==> config.mk <==
export PLATFORM = sky130hd
export DESIGN_NAME = pc_sequencer
export DESIGN_NICKNAME = d
export VERILOG_FILES = /design/src/rtl/pc_sequencer.sv
export SDC_FILE = /design/constraint.sdc
export NUM_CORES = 1
export LEC_CHECK = 0
export ABC_AREA = 0
export BUFFER_PORTS_ARGS = -buffer_cell sky130_fd_sc_hd__buf_2
export CAP_MARGIN = 20
export CORE_UTILIZATION = 57
export DETAILED_ROUTE_END_ITERATION = 6
export GPL_TIMING_DRIVEN = 0
export HOLD_SLACK_MARGIN = 0.15
export PLACE_DENSITY_LB_ADDON = 0.2
export SLEW_MARGIN = 20
export SYNTH_ARGS = -nofsm -noshare
export SYNTH_HDL_FRONTEND = slang
export SYNTH_SLANG_ARGS = --single-unit
==> constraint.sdc <==
create_clock -name clk -period 6.35 [get_ports clk]
set_input_delay 0.3175 -clock clk [delete_from_list [all_inputs] [get_ports clk]]
set_output_delay 0.3175 -clock clk [all_outputs]
set_load 0.005 [all_outputs]
==> src/rtl/pc_sequencer.sv <==
// rtl/pc_sequencer.sv - DLX PC sequencer: fetch over req/ack, execute handshake, next-PC select.
// Optional return-address link output enabled by defining PC_SEQ_LINK_EN.
module pc_sequencer #(
    parameter logic [31:0] RESET_PC = 32'h0000_0000
) (
    input  logic        clk,
    input  logic        rst,
    output logic        imem_req,
    output logic [31:0] imem_addr,
    input  logic        imem_ack,
    input  logic [31:0] imem_rdata,
    output logic [31:0] inst,
    output logic        inst_valid,
    input  logic        exec_done,
    input  logic        branch_z,
    input  logic        branch_nz,
    input  logic        jmp,
    input  logic        jmp_r,
    input  logic [31:0] reg_a,
    output logic [31:0] pc,
    output logic        link_wr,
    output logic [31:0] link_data,
    output logic        halted
);

    typedef enum logic [1:0] {IDLE, FETCH, EXEC, HALT} state_t;

    localparam logic [5:0] OP_TRAP = 6'h11;

    state_t      state;
    state_t      state_nx;
    logic [31:0] pc_q;
    logic [31:0] inst_q;
    logic [31:0] pc4;
    logic [31:0] next_pc;
    logic        br_taken;
    logic        is_trap;

    assign pc4      = pc_q + 32'd4;
    assign br_taken = (branch_z & (reg_a == 32'd0)) | (branch_nz & (reg_a != 32'd0));
    assign is_trap  = (inst_q[31:26] == OP_TRAP);

    // Offsets are byte offsets added to pc+4 without shifting.
    always_comb begin
        next_pc = pc4;
        if (jmp_r)
            next_pc = {reg_a[31:2], 2'b00};
        else if (jmp)
            next_pc = pc4 + {{6{inst_q[25]}}, inst_q[25:0]};
        else if (br_taken)
            next_pc = pc4 + {{16{inst_q[15]}}, inst_q[15:0]};
    end

    always_ff @(posedge clk) begin
        if (rst) begin
            state  <= IDLE;
            pc_q   <= RESET_PC;
            inst_q <= 32'd0;
        end else begin
            state <= state_nx;
            if (state == FETCH && imem_ack)
                inst_q <= imem_rdata;
            if (state == EXEC && exec_done && !is_trap)
                pc_q <= next_pc;
        end
    end

    always_comb begin
        state_nx   = state;
        imem_req   = 1'b0;
        inst_valid = 1'b0;
        halted     = 1'b0;
        case (state)
            IDLE: state_nx = FETCH;
            FETCH: begin
                imem_req = 1'b1;
                if (imem_ack)
                    state_nx = EXEC;
            end
            EXEC: begin
                inst_valid = 1'b1;
                if (exec_done)
                    state_nx = is_trap ? HALT : FETCH;
            end
            HALT: halted = 1'b1;
            default: state_nx = IDLE;
        endcase
    end

    assign imem_addr = pc_q;
    assign pc        = pc_q;
    assign inst      = inst_q;

`ifdef PC_SEQ_LINK_EN
    assign link_wr   = inst_valid & exec_done &
                       ((inst_q[31:26] == 6'h03) | (inst_q[31:26] == 6'h13));
    assign link_data = inst_valid ? pc4 : 32'd0;
`else
    assign link_wr   = 1'b0;
    assign link_data = 32'd0;
`endif

endmodule
==> metrics.md, run 1 <==
| Metric | Value |
|---|---|
| Outcome | complete, no violations |
| Sequential area share after synthesis | 0.202 |
| Drt first pass iters | 7 |
| Row Count | 38 |
| Finished Core Util | 0.724 |
| Most used DFF post-synth | dfxtp_1 |
| Final hold violation count | 0 |
| Area growth syn-to-layout | 21.7% |
| Layout cell share with drive strength beyond 1 | 0.234 |
| Synth warn | 0 |
| CTS H-tree depth | 3 |
| Mapped Area | 6530 um^2 |
| CP Class | reg2reg |
| RSZ-0062 raised after global routing | no |
| Die Width | 109 um |
| Largest net degree at the start of global routing | 24 |
| Critical path launch point type | flop |
| Post-synthesis cell type count | 64 |
| FF-to-FF Start | imem_addr[4] |
| Post-DP Area | 7670 um^2 |
| Number of remaining DRC errors | 0 |
| Vias in the first global route | 6,270 |
| Skew-Pair Late Insertion Delay | roughly 330 ps |
| CTS tree | done |
| Max Clk Rate | 0.210 GHz |
| Clock Tree Buf Depth | 2 |
| Fin Setup TNS | 0 ps |
| Total GRT Usage | 0.338 |
| Vias | 7,109 |
| RR Endpoint | imem_addr[25] |
| Root Buffer | clkbuf_16 |
| Placed insts | 1,230 |
| Antenna cells | 0 |
| Final Non-Filler Cells | 1,246 |
| Async SR Flop Fraction | 0 |
| Peak VDD IR | roughly 0.14 mV |
| Measured slew at the worst slew-check pin | 990 ps |
| Starting density of the core | 0.595 |
| Fill count | 962 |
| Minimum clock period | 4770 ps |
| Antenna violations before repair | 0 |
| Routed Antenna Nets | 0 |
| WL per Instance | 16.1 um |
| #FFs+latches synth | 66 |
| Post-Syn Area per Cell | 7.34 um^2 |
| Post-DP HPWL | 15.9 mm |
| First-pass GRT wire length | 31.2 mm |
| Req. time, crit path | between 6000 and 7000 ps |
| Fin area | 7950 um^2 |
| CP Launch Point | imem_addr[4] |
| Final setup fails | 0 |
| Rel. slew slack | 0.339 |
| Tcrit/Tclk final | 0.752 |
| Die height | 109 um |
| DR iter-0 viols | 713 |
| Nature of the critical path endpoint | flop |
| Number of synthesized flops with an enable pin | 0 |
| Worst setup endpoint | imem_addr[25] |
| Final setup skew | about 11 ps |
| Cts bufs inserted | 9 |
| Area of the multi-input gates | 4620 um^2 |
| Total power of the final layout | 1.24 mW |
| Crit path max fanout | 9 |
| PortBufs | about 170 |
| Quantity of gates resized following cts | 0 |
| Vias/cell | 5.71 |
| CP Data Arrival Time | just under 5000 ps |
| Hold Crit Class | in2reg |
| Flip-flop and latch area | 1320 um^2 |
| Total gr overflow | 0 |
| Core area | 11,000 um^2 |
| Io pins | 204 |
| Post-CTS Setup Bufs | 0 |
| MaxCap Viol Count | 0 |
| DIE AREA | about 12,000 um^2 |
| Pwr/cell area | 156 nW/um^2 |
| Total Wirelength | 20.0 mm |
| R2R Setup Slk | 1580 ps |
| Static leakage | 3.91 nW |
| Fin. max-slew vios | 0 |
| Worst R2R Path Depth | 17 |
| NumNets Final | between 1,000 and 1,500 |
| Clock-pin slew on the worst setup and hold paths | 60 ps |
| Hold_buf cts | 0 |
| Mapped Cells | roughly 900 |
| Routability Congestion | approximately 0.96 |
| Clock Sinks | 66 |
stage by stage:
step | setup WS (ps) | hold slack [ps]
after detailed placement | 1740 | 459
after CTS | 1720 | 215
after global routing | 1290 | 231
final | 1580 | 220
after floorplan | 2420 | 453
after global placement | 1810 | 456
worst max-delay path: stages (launching register included):
cell      delay (ps)
dfxtp_1          440
and3_1           230
and3_1           160
clkbuf_1         280
nand2_1          140
nor2_1           160
xor2_1           300
ha_1             350
a211oi_1         380
nand2_1           90
or3_1            410
o21a_1           260
a21oi_1          230
o21ai_0          250
a311oi_1         390
xnor2_1          140
a221oi_1         320
nor3_1            90
final cells by class:
| class | count | share of cell area |
|---|---|---|
| Inverter | 19 | 0.00897 |
| Sequential cell | 66 | 0.166 |
| Clock inverter | 6 | 0.00520 |
| Buffer | 104 | 0.0808 |
| Clock buffer | 10 | 0.0301 |
| Multi-Input combinational cell | 733 | 0.581 |
| Timing Repair Buffer | 168 | 0.106 |
| Tap cell | 140 | 0.0220 |
metal layers:
metal | GRT usage | part of all wire | vias to the layer above
met1 | 0.472 | 0.44 | 3166
met3 | 0.0747 | 0.11 | 39
met4 | 0.100 | 0.025 | 0
li1 | - | - | 3513
met2 | 0.514 | 0.42 | 391
met5 | 0 | 0 | -
cells in the mapped netlist, types with 5 or more instances:
| cell type | count | area, um^2 |
|---|---|---|
| nand3_1 | 20 | 100 |
| o21bai_1 | 6 | 45.0 |
| xor2_1 | 26 | 228 |
| nor4_1 | 8 | 50.1 |
| o21a_1 | 9 | 67.6 |
| xnor2_1 | 40 | 350 |
| a211oi_1 | 15 | 113 |
| o211ai_1 | 24 | 180 |
| a21boi_0 | 5 | 37.5 |
| nand2b_1 | 5 | 31.3 |
| buf_4 | 65 | 488 |
| a21oi_1 | 88 | 440 |
| o21ai_0 | 42 | 210 |
| or3_1 | 11 | 68.8 |
| and3_1 | 13 | 81.3 |
| clkbuf_1 | 37 | 139 |
| a31oi_1 | 8 | 50.1 |
| nor3_1 | 14 | 70.1 |
| a21o_1 | 20 | 150 |
| inv_1 | 19 | 71.3 |
| a221oi_1 | 10 | 87.6 |
| nand2_1 | 140 | 526 |
| nor2b_1 | 10 | 62.6 |
| dfxtp_1 | 66 | 1320 |
| nor2_1 | 58 | 218 |
| ha_1 | 56 | 701 |
| nand4_1 | 12 | 75.1 |
| mux2i_1 | 7 | 70.1 |
cells by family after synthesis:
kind of cell / share of synthesized area
adder cells (fa/ha/maj): 0.110
multiplexers: 0.0125
AND/OR/NAND/NOR: 0.216
XOR/XNOR: 0.0910
buffers and inverters: 0.109
flip-flops: 0.202
other: 0.000574
AO/OA/AOI/OAI: 0.258
state kept, by name (all words and copies together) (netlist names):
signal and count:
imem_addr 32, inst 32, state 2
worst min path at each step:
stage                     depth (start not counted)        to      startpoint
after floorplan                                   2  inst[27]  imem_rdata[27]
after global placement                            2  inst[27]        inst[27]
after detailed placement                          2  inst[27]        inst[27]
after CTS                                         3  inst[27]  imem_rdata[27]
after global routing                              3  inst[29]  imem_rdata[29]
final                                             3   inst[4]   imem_rdata[4]
layout by cell type, fill, tap and decap left out, types with 9 or more instances in the layout:
cell       synthesis  final
xor2_1            26     26
and3_1            13     13
conb_1             1     33
nand3_1           20     20
nand4_1           12     12
a21oi_1           88     88
o21a_1             9      9
clkbuf_16          0      9
dfxtp_1           66     66
o21ai_0           42     42
buf_2              0    168
a21o_1            20     20
buf_4             65     65
nor2_1            58     58
xnor2_1           40     40
nor2b_1           10     10
ha_1              56     56
o211ai_1          24     24
nor3_1            14     14
a211oi_1          15     15
clkbuf_1          37     37
inv_1             19     19
a221oi_1          10     10
nand2_1          140    140
or3_1             11     11
power by group:
| group | total [mW] | leakage [nW] | switching (mW) | internal (mW) |
|---|---|---|---|---|
| Clock | 0.471 | 0.143 | 0.196 | 0.275 |
| Sequential | 0.466 | 0.535 | 0.0296 | 0.436 |
| Combinational | 0.305 | 3.24 | 0.177 | 0.129 |
| Total | 1.24 | 3.91 | 0.402 | 0.840 |
Power figures use the tool's default switching activity.
==> run 2: changes to the inputs <==
--- a/config.mk
+++ b/config.mk
@@ -5,10 +5,10 @@
 export SDC_FILE = /design/constraint.sdc
 export NUM_CORES = 1
 export LEC_CHECK = 0
-export ABC_AREA = 0
+export ABC_AREA = 1
 export BUFFER_PORTS_ARGS = -buffer_cell sky130_fd_sc_hd__buf_2
 export CAP_MARGIN = 20
-export CORE_UTILIZATION = 57
+export CORE_UTILIZATION = 56
 export DETAILED_ROUTE_END_ITERATION = 6
 export GPL_TIMING_DRIVEN = 0
 export HOLD_SLACK_MARGIN = 0.15
==> constraint.sdc (replaced) <==
create_clock -name clk -period 4.91 [get_ports clk]
set_input_delay 0.2455 -clock clk [delete_from_list [all_inputs] [get_ports clk]]
set_output_delay 0.2455 -clock clk [all_outputs]
set_load 0.005 [all_outputs]
==> run 2 against run 1 <==
  * Synthesized area up 29%
  * Clock power grew 40%
  * Sequential share of layout area fell by 3.3 points
  * Sequential power rose by 36%
  * Utilization decreased by 4.2 points
  * Critical endpoint is now imem_addr[26]
  * Largest cell class unchanged
  * Highest routed layer unchanged
==> metrics.md, run 2 <==
| Metric | Value |
|---|---|
| Final setup skew | 8.47 ps |
| Req. time, crit path | 5120 ps |
| Row Count | 44 |
| Finished Core Util | 0.681 |
| RR Endpoint | imem_addr[26] |
| Total power of the final layout | 1.83 mW |
| Final hold violation count | 0 |
| Io pins | 204 |
| #FFs+latches synth | 66 |
| Rel. slew slack | 0.285 |
| Critical path launch point type | flop |
| Commonest cells after routing, fill and taps aside | nand2_1 (461), inv_1 (220), nor2_1 (191), buf_2 (174), a21oi_1 (101) |
| FF-to-FF Start | imem_addr[3] |
| DIE AREA | 15,500 um^2 |
| Peak VDD IR | 0.241 mV |
| Routability Congestion | approximately 1.0 |
| Cts bufs inserted | 9 |
| CP Data Arrival Time | 4260 ps |
| Fin. max-slew vios | 0 |
| Drt first pass iters | 6 |
| Total GRT Usage | 0.406 |
| Pre-CTS setup slack | 1020 ps |
| Clock-pin slew on the worst setup and hold paths | 60 ps |
| WHS Path Cells | 3 |
| Largest net degree at the start of global routing | 24 |
| Sequential area share after synthesis | 0.157 |
| Final setup margin | 858 ps |
| Starting density of the core | 0.576 |
| MaxCap Viol Count | 0 |
| Number of synthesized flops with an enable pin | 0 |
| Cell mode on critical path | nand2_1 |
| Critical path's slowest cell | dfxtp_1 |
| RSZ-0062 raised after global routing | no |
| Tcrit/Tclk final | 0.825 |
| CP Class | reg2reg |
| Clock Tree Buf Depth | 2 |
| PortBufs | approximately 170 |
| Static leakage | 5.67 nW |
| Crit path max fanout | 7 |
| Vias | between 10,000 and 15,000 |
| Post-synth top cells | nand2_1 (461), inv_1 (220), nor2_1 (191) |
| Fin Setup TNS | 0 ps |
| Worst R2R Path Depth | 21 |
| Mapped Cells | 1,503 |
| Min-delay src | imem_rdata[14] |
| Hold WS | 145 ps |
| NumNets Final | 1,848 |
| Vias in the first global route | 9,451 |
| Measured slew at the worst slew-check pin | ~1100 ps |
| Quantity of gates resized following cts | 0 |
| Antenna cells | 0 |
| Area growth syn-to-layout | 18.2% |
| Crit path largest cell delay | 520 ps |
| Root Buffer | clkbuf_16 |
| Post-synthesis cell type count | 46 |
| CTS tree | done |
| Total Wirelength | around 32 mm |
| Vias/cell | 5.46 |
| Max Clk Rate | roughly 0.25 GHz |
| Top-count cell post-synth | nand2_1 |
| Minimum clock period | 4050 ps |
| Die Width | 125 um |
| Layout cell share with drive strength beyond 1 | 0.176 |
| CTS H-tree depth | 3 |
| Routed Antenna Nets | 0 |
| Outcome | complete, no violations |
| Worst Hold Endpoint | inst[14] |
| Post-synth top area share | 0.206 |
| WL per Instance | 16.7 um |
| Nature of the critical path endpoint | flop |
| Post-Syn Area per Cell | 5.59 um^2 |
| Ranking of synthesized cells by area | nand2_1 (21%), dfxtp_1 (16%), inv_1 (9.8%) |
| Total gr overflow | 0 |
| Skew-Pair Late Insertion Delay | 360 ps |
| Final setup fails | 0 |
| Core area | 14,600 um^2 |
| Commonest non-fill, non-tap cell in the layout | nand2_1 |
| Mapped Area | between 8000 and 9000 um^2 |
| Antenna violations before repair | 0 |
| Pwr/cell area | about 180 nW/um^2 |
| Async SR Flop Fraction | 0 |
| Clock Sinks | 66 |
| Synth warn | 0 |
| Post-synth top area cell | nand2_1 |
| R2R Setup Slk | 860 ps |
| Die height | 125 um |
| First-pass GRT wire length | between 40 and 50 mm |
| Post-DP HPWL | 25.9 mm |
| Most used DFF post-synth | dfxtp_1 |
| Number of remaining DRC errors | 0 |
| Critical path, cell by cell | ha_1, nand2_1, nor2_2, nand2_1, nor2_1, nand3b_1, xor2_1, inv_1, ha_1, nand2_1, nor2_1, nor3b_1, nand3_1, nand2_1, nand2_1, nand3_1, nand2_1, nand2_1, nand2_1, nand2_1, a21oi_1 |
| Hold Crit Class | in2reg |
| DR iter-0 viols | 1,145 |
## run 2: changes by cell type after synthesis, moves of 20 or more
cell / delta
nand2_1: +321
inv_1: +201
nor2_1: +133
nand3_1: +79
xnor2_1: -30
o211ai_1: -20
## run 2: through the flow
stage | cells | instance area, um^2
2_1_floorplan | 1535 | 8530
3_3_place_gp | 1888 | 9600
3_5_place_dp | 1888 | 9600
4_1_cts | 1908 | 9940
5_1_grt | 1908 | 9940
6_report | 1908 | 9940
## run 2: critical path: cells and delay by family (launching register included)
family,cells,cell delay (ps)
flip-flops,1,520
AND/OR/NAND/NOR,16,2300
AO/OA/AOI/OAI,1,60
buffers and inverters,1,150
adder cells (fa/ha/maj),2,640
XOR/XNOR,1,240
## run 2: worst max path at each step
stage | to | cells after the start | start | slack (ps)
global placement | imem_addr[26] | 21 | imem_addr[3] | 1050
CTS | imem_addr[26] | 21 | imem_addr[3] | 1000
global route | imem_addr[26] | 21 | imem_addr[3] | 670
floorplan | imem_addr[26] | 21 | imem_addr[3] | 2060
detailed placement | imem_addr[26] | 21 | imem_addr[3] | 1020
finish | imem_addr[26] | 21 | imem_addr[3] | 860
## run 2: area by class of cell
cell class                      instances  area, um^2
Buffer                                 93         603
Timing Repair Buffer                  173         886
Sequential cell                        66        1320
Multi-Input combinational cell       1153        5770
Inverter                              223         837
Clock buffer                            9         225
Tap cell                              184         230
Clock inverter                          7        70.1
Fill cell                            1362        4650
## run 2: logic make-up (layout without fill, tap and decap cells)
family                   count (synthesis)  in the layout  share of synthesized area
AND/OR/NAND/NOR                        835            835                      0.424
buffers and inverters                  316            505                      0.171
AO/OA/AOI/OAI                          197            197                      0.128
flip-flops                              66             66                      0.157
adder cells (fa/ha/maj)                 57             57                     0.0857
XOR/XNOR                                31             31                     0.0332
other                                    1             33                   0.000446
## run 2: metal layers
metal / global-route usage / share of wire / vias to the layer above
met1: 0.505 / 0.39 / 4601
met3: 0.0631 / 0.10 / 109
li1: - / - / 5086
met2: 0.662 / 0.45 / 628
met4: 0.236 / 0.057 / 0
met5: 0 / 0 / -
## run 2: timing repair
item / in CTS / in global routing
buffers inserted: 0 / 0
setup endpoints to repair: 0 / 0
hold endpoints to repair: 4 / 0
hold buffers: 4 / 0
## run 2: power breakdown
part	switching, mW	total, mW	internal, mW
logic	0.327	0.537	0.210
clock network	0.269	0.661	0.392
registers	0.0604	0.636	0.575
total	0.657	1.83	1.18
